## config.mk

```make
export PLATFORM = sky130hd
export DESIGN_NAME = pipe_stage_elastic
export DESIGN_NICKNAME = d
export VERILOG_FILES = /design/src/rtl/pipe_stage_elastic.sv
export SDC_FILE = /design/constraint.sdc
export NUM_CORES = 1
export LEC_CHECK = 0
export ABC_CLOCK_PERIOD_IN_PS = 1650
export BUFFER_PORTS_ARGS = -buffer_cell sky130_fd_sc_hd__buf_2
export CELL_PAD_IN_SITES_DETAIL_PLACEMENT = 1
export CELL_PAD_IN_SITES_GLOBAL_PLACEMENT = 1
export CORE_MARGIN = 5
export CORE_UTILIZATION = 36
export CTS_BUF_LIST = sky130_fd_sc_hd__clkbuf_16
export DETAILED_ROUTE_END_ITERATION = 12
export PLACE_DENSITY = 0.73
export SLEW_MARGIN = 40
export SYNTH_ARGS = -nofsm -noshare
export SYNTH_HDL_FRONTEND = slang
export SYNTH_SLANG_ARGS = --single-unit
```

## constraint.sdc

```tcl
create_clock -name clk -period 1.65 [get_ports clk]
set_clock_uncertainty 0.05 [all_clocks]
set_input_delay 0.165 -clock clk [delete_from_list [all_inputs] [get_ports clk]]
set_output_delay 0.165 -clock clk [all_outputs]
set_load 0.02 [all_outputs]
```

## src/rtl/pipe_stage_elastic.sv

```systemverilog
// ---------------------------------------------------------------------------
// pipe_stage_elastic
//
// Inter-stage pipeline register for the pipelined core (F/D, D/E, E/M, M/W).
// Moves an opaque payload bundle between stages with a valid/ready handshake.
//
// SKID=0 is a single register. in_ready is combinational in this mode.
// SKID=1 adds a second (skid) entry, so in_ready comes straight from a flop.
//
// A synchronous flush kills every held beat and any beat offered that cycle.
// A saturating counter records the stall cycles for perf monitoring.
//
// Ports
//   clk           clock; all state updates on posedge
//   rst_n         synchronous, active-low reset (priority over flush)
//   flush         synchronous kill of all held and incoming beats
//   in_valid      upstream beat valid
//   in_ready      stage can accept a beat this cycle
//   in_payload    upstream bundle
//   out_valid     downstream beat valid (registered, == occupancy != 0)
//   out_ready     downstream accepts this cycle (low = stall)
//   out_payload   bundle presented downstream (registered main entry)
//   occupancy     held beats: 0..1 (SKID=0), 0..2 (SKID=1)
//   stall_cycles  saturating count of cycles with out_valid && !out_ready
// ---------------------------------------------------------------------------
module pipe_stage_elastic #(
   parameter int PAYLOAD_WIDTH   = 76,
   parameter bit SKID            = 1'b1,
   parameter bit CLEAR_ON_FLUSH  = 1'b1,
   parameter int STALL_CNT_WIDTH = 16
) (
   input  logic                       clk,
   input  logic                       rst_n,
   input  logic                       flush,
   input  logic                       in_valid,
   output logic                       in_ready,
   input  logic [PAYLOAD_WIDTH-1:0]   in_payload,
   output logic                       out_valid,
   input  logic                       out_ready,
   output logic [PAYLOAD_WIDTH-1:0]   out_payload,
   output logic [1:0]                 occupancy,
   output logic [STALL_CNT_WIDTH-1:0] stall_cycles
);

   // Occupancy state. In SKID=0 mode, ONE is the FULL state and TWO is never reached.
   typedef enum logic [1:0] {
      EMPTY = 2'd0,
      ONE   = 2'd1,
      TWO   = 2'd2
   } occ_e;

   localparam logic [STALL_CNT_WIDTH-1:0] STALL_ONE = {{(STALL_CNT_WIDTH-1){1'b0}}, 1'b1};

   occ_e                       state_q,    state_d;
   logic [PAYLOAD_WIDTH-1:0]   main_q,     main_d;
   logic [PAYLOAD_WIDTH-1:0]   skid_q,     skid_d;
   logic                       in_ready_q, in_ready_d;
   logic [STALL_CNT_WIDTH-1:0] stall_q,    stall_d;

   logic in_fire;
   logic out_fire;

   assign out_valid    = (state_q != EMPTY);
   assign out_payload  = main_q;
   assign occupancy    = state_q;
   assign stall_cycles = stall_q;

   // Single-register mode can refill in the same cycle it drains.
   // That makes in_ready depend on out_ready combinationally.
   assign in_ready = SKID ? in_ready_q : (out_ready || !out_valid);

   assign in_fire  = in_valid && in_ready;
   assign out_fire = out_valid && out_ready;

   always_comb begin
      // NOTE: every signal written here gets a default first.
      // Otherwise a path that skips an assignment would infer a latch.
      state_d = state_q;
      main_d  = main_q;
      skid_d  = skid_q;
      stall_d = stall_q;

      // The counter saturates at all-ones and is untouched by flush.
      if (out_valid && !out_ready && (stall_q != '1)) begin
         stall_d = stall_q + STALL_ONE;
      end

      if (flush) begin
         // A beat handshaked in this cycle is dropped.
         // An out-transfer in this cycle has already been delivered.
         state_d = EMPTY;
         if (CLEAR_ON_FLUSH) begin
            main_d = '0;
            skid_d = '0;
         end
      end else if (!SKID) begin
         if (in_fire) begin
            state_d = ONE;
            main_d  = in_payload;
         end else if (out_fire) begin
            state_d = EMPTY;
         end
      end else begin
         unique case (state_q)
            EMPTY: begin
               if (in_fire) begin
                  state_d = ONE;
                  main_d  = in_payload;
               end
            end
            ONE: begin
               if (in_fire && out_fire) begin
                  main_d = in_payload;
               end else if (in_fire) begin
                  state_d = TWO;
                  skid_d  = in_payload;
               end else if (out_fire) begin
                  state_d = EMPTY;
               end
            end
            TWO: begin
               // in_ready is low here, so only the drain side can move.
               if (out_fire) begin
                  state_d = ONE;
                  main_d  = skid_q;
               end
            end
            default: state_d = EMPTY;
         endcase
      end

      in_ready_d = (state_d != TWO);
   end

   always_ff @(posedge clk) begin
      // NOTE: sequential state uses non-blocking assignments.
      // All flops then sample the pre-edge values of the _d terms.
      if (!rst_n) begin
         state_q    <= EMPTY;
         main_q     <= '0;
         skid_q     <= '0;
         in_ready_q <= 1'b1;
         stall_q    <= '0;
      end else begin
         state_q    <= state_d;
         main_q     <= main_d;
         skid_q     <= skid_d;
         in_ready_q <= in_ready_d;
         stall_q    <= stall_d;
      end
   end

endmodule

```

==> run metrics <==
status finished, violations left; failing checks setup timing; Synth Area in XOR/XNOR 0%; die height 152 um; DR iter-0 viols approximately 220; Switch Pwr about 2.6 mW; routability cong. 0.771; RSZ-0062 raised after global routing true; chip width between 150 and 200 um; Max IR drop VDD around 700 uV; number of flops mapped to enable cells by yosys 0; WL/cell approximately 19 um; share of the synthesized area in the top cell type between 40% and 50%; Max FO, Critical Path 7; Initial Utilization about 36%; Post-Syn Instances approximately 800; type of the worst setup path reg -> reg; synthesis warning total 0; max incr delay on CP 560 ps; Synth async-reset ratio 0%; Hold WS 75.4 ps; # rows 52; layout cells sized above 1 between 30% and 40%; Switching Share 26.6%; mux contribution to synthesized area about 11%; clk_lat worst skew 420 ps; H-tree depth 4; Worst Path Required about 2000 ps; die area between 20000 and 25000 sq um; #FFs+latches synth about 170; setup_tns -319 ps; Crit-path slowest cell nor4_1; crit start category flop; Clock power frac around 40%; final hold violations 0; cts bufs inserted 17; Vias between 7000 and 8000; Final Setup Violations 26; nets@finish 1148; CTS tree done; syn avg cell area 9.10 sq um; Leakage 4.62 nW; sequential share of power around 45%; CTS root buf clkbuf_16; GR Util All Layers 20.6%; largest family of logic cells by synthesized area compound AO/OA/AOI/OAI gates; Int Power 7.06 mW; initial antenna violation count 2; maximum clock insertion buffer count 2; syn nets just under 900; vias in the first global route 7488; Least-Margin Pin Slew just under 600 ps; cell area after synthesis about 7300 sq um; final worst path period need about 1700 ps; largest area contributor in the netlist dfxtp_1; Worst setup EP type flop; PortBufs ~180; PnR worst setup slack -72.3 ps; gr ovfl total 0; Initial DRT Pass Iterations 4; sequential fraction of the synthesis area ~47%; Slew Limit Fails 0; DPL Wire Length around 15000 um; Reg clk slew, reported paths 70 ps; Synth Flop Type dfxtp_1; largest net degree at the start of global routing between 50 and 60; first-pass GRT wire length 39100 um; PwrDens 899 nW/um^2; Post-Route WL 25900 um; Yosys cell types 46; total power around 9.6 mW; Worst EP arrival between 2000 and 2500 ps; fraction of the mapped netlist area in adder cells 0.172%; post-route ant nets 0; Post-Synth Simple-Gate Area 18.3%; Sink Count about 170; synth top area cells dfxtp_1, mux2i_1, nand2_1, a211oi_2, a21oi_1; worst hold path class in -> reg; Comb pwr share between 10% and 20%; max cap viols 0; vias per cell roughly 5.2; max_slew headroom 59.9%; core area between 20000 and 25000 sq um; fin crit share 104%; DRC Markers 0; fmax around 580 MHz; crit path cell chain o21bai_4 > buf_4 > nor4_1 > o21ai_0 > a31oi_1; Synth Area in Compound Gates between 10% and 20%; Area Growth Syn to Fin 47.4%; io pins about 180
-- critical path, delay by kind of cell (launching register included) --
family | cells | cell delay (ps)
AOI/OAI and AO/OA | 3 | 470
DFF | 1 | 360
and+or+nand+nor | 1 | 560
buffers and inverters | 1 | 190
-- power by group through the flow --
stage | clock (mW) | combinational (mW) | sequential [mW]
3_3_place_gp | 0 | 1.13 | 4.40
3_5_place_dp | 0 | 1.15 | 4.40
4_1_cts | 3.96 | 1.31 | 4.31
6_report | 3.87 | 1.45 | 4.30
2_1_floorplan | 0 | 0.548 | 4.52
5_1_grt | 4.12 | 1.55 | 4.31
-- layer usage --
metal  global-route usage [%]  share of wire (%)  vias up
met5                        0              0.050        -
met4                     7.66                2.4        2
met3                     4.84                3.7       42
met2                     36.7                 51      147
met1                     24.0                 43     3491
li1                         -                  -     3385
-- synth_stat cells, drive strengths merged, types with 2 or more instances --
master	count
dfxtp	171
nand2	163
a21oi	86
mux2i	80
a211oi	77
nor3	76
clkbuf	53
buf	21
nand3	7
nand4	7
nand2b	5
nor4	5
o31ai	5
or4	5
nand3b	3
nor2	3
o21ai	3
and2	2
inv	2
nor4b	2
o211ai	2
o41ai	2
or2	2
or3	2
-- stage by stage --
stage	instance area (sq um)	setup WS (ps)	instances	utilization, %
2_1_floorplan	7350	-65.8	798	-
3_3_place_gp	8820	1.83	1220	44.0
3_5_place_dp	8820	-31.0	1220	44.0
4_1_cts	10200	-28.1	1327	51.1
5_1_grt	10700	-163	1348	53.4
6_report	10700	-72.3	1348	53.4
-- area by class of cell --
type	instances	area, sq um
fill	2287	9340
multi-input combinational	551	3790
sequential	171	3470
timing repair buffer	322	2540
clock buffer	17	425
tap	270	338
clock inverter	13	128
inverter	3	11.3
antenna	1	2.50
-- what timing repair did --
| action | 4_1_cts | 5_1_grt |
|---|---|---|
| cloned | 0 | 8 |
| pin swaps | 5 | 21 |
| gates resized for setup | 14 | 55 |
| setup buffers | 1 | 14 |
| hold buffers | 76 | 0 |
| hold endpoints to repair | 76 | 0 |
| endpoints found under the setup margin | 12 | 93 |
-- state kept, by name (all words and copies together) (netlist names) --
| signal | cells |
|---|---|
| stall_cycles | 16 |
| skid_q | 76 |
| occupancy | 2 |
| in_ready | 1 |
| out_payload | 76 |
-- final timing paths --
path	start	end	slack (ps)	depth (start not counted)
setup / recovery	occupancy[0]	stall_cycles[11]	-70	5
hold / removal	rst_n	stall_cycles[8]	80	3
setup reg to reg	occupancy[0]	stall_cycles[11]	-70	5
hold reg to reg	skid_q[43]	skid_q[43]	400	2
-- cells by family after synthesis --
| kind of cell | count (synthesis) |
|---|---|
| adder cells (fa/ha/maj) | 1 |
| buffers and inverters | 77 |
| multiplexers | 80 |
| AND/OR/NAND/NOR | 287 |
| AO/OA/AOI/OAI | 182 |
| flip-flops | 171 |
-- cell usage in the layout, fill, tap and decap left out, types with 3 or more instances in the layout --
master,count
a21oi_1,79
dfxtp_4,11
a211oi_1,24
clkbuf_16,22
nand4_1,6
nand2_2,5
a211oi_2,52
buf_16,4
dfxtp_1,156
buf_6,7
dlygate4sd3_1,76
clkinv_4,3
buf_2,175
nor3_1,75
or4_4,3
buf_4,41
nand2_1,158
nand3_1,6
buf_12,14
mux2i_1,80
dfxtp_2,4
a21oi_2,6
nand3b_1,3
clkinv_1,5
nand2b_1,4
Note: power is estimated with default switching activity, not from simulation.
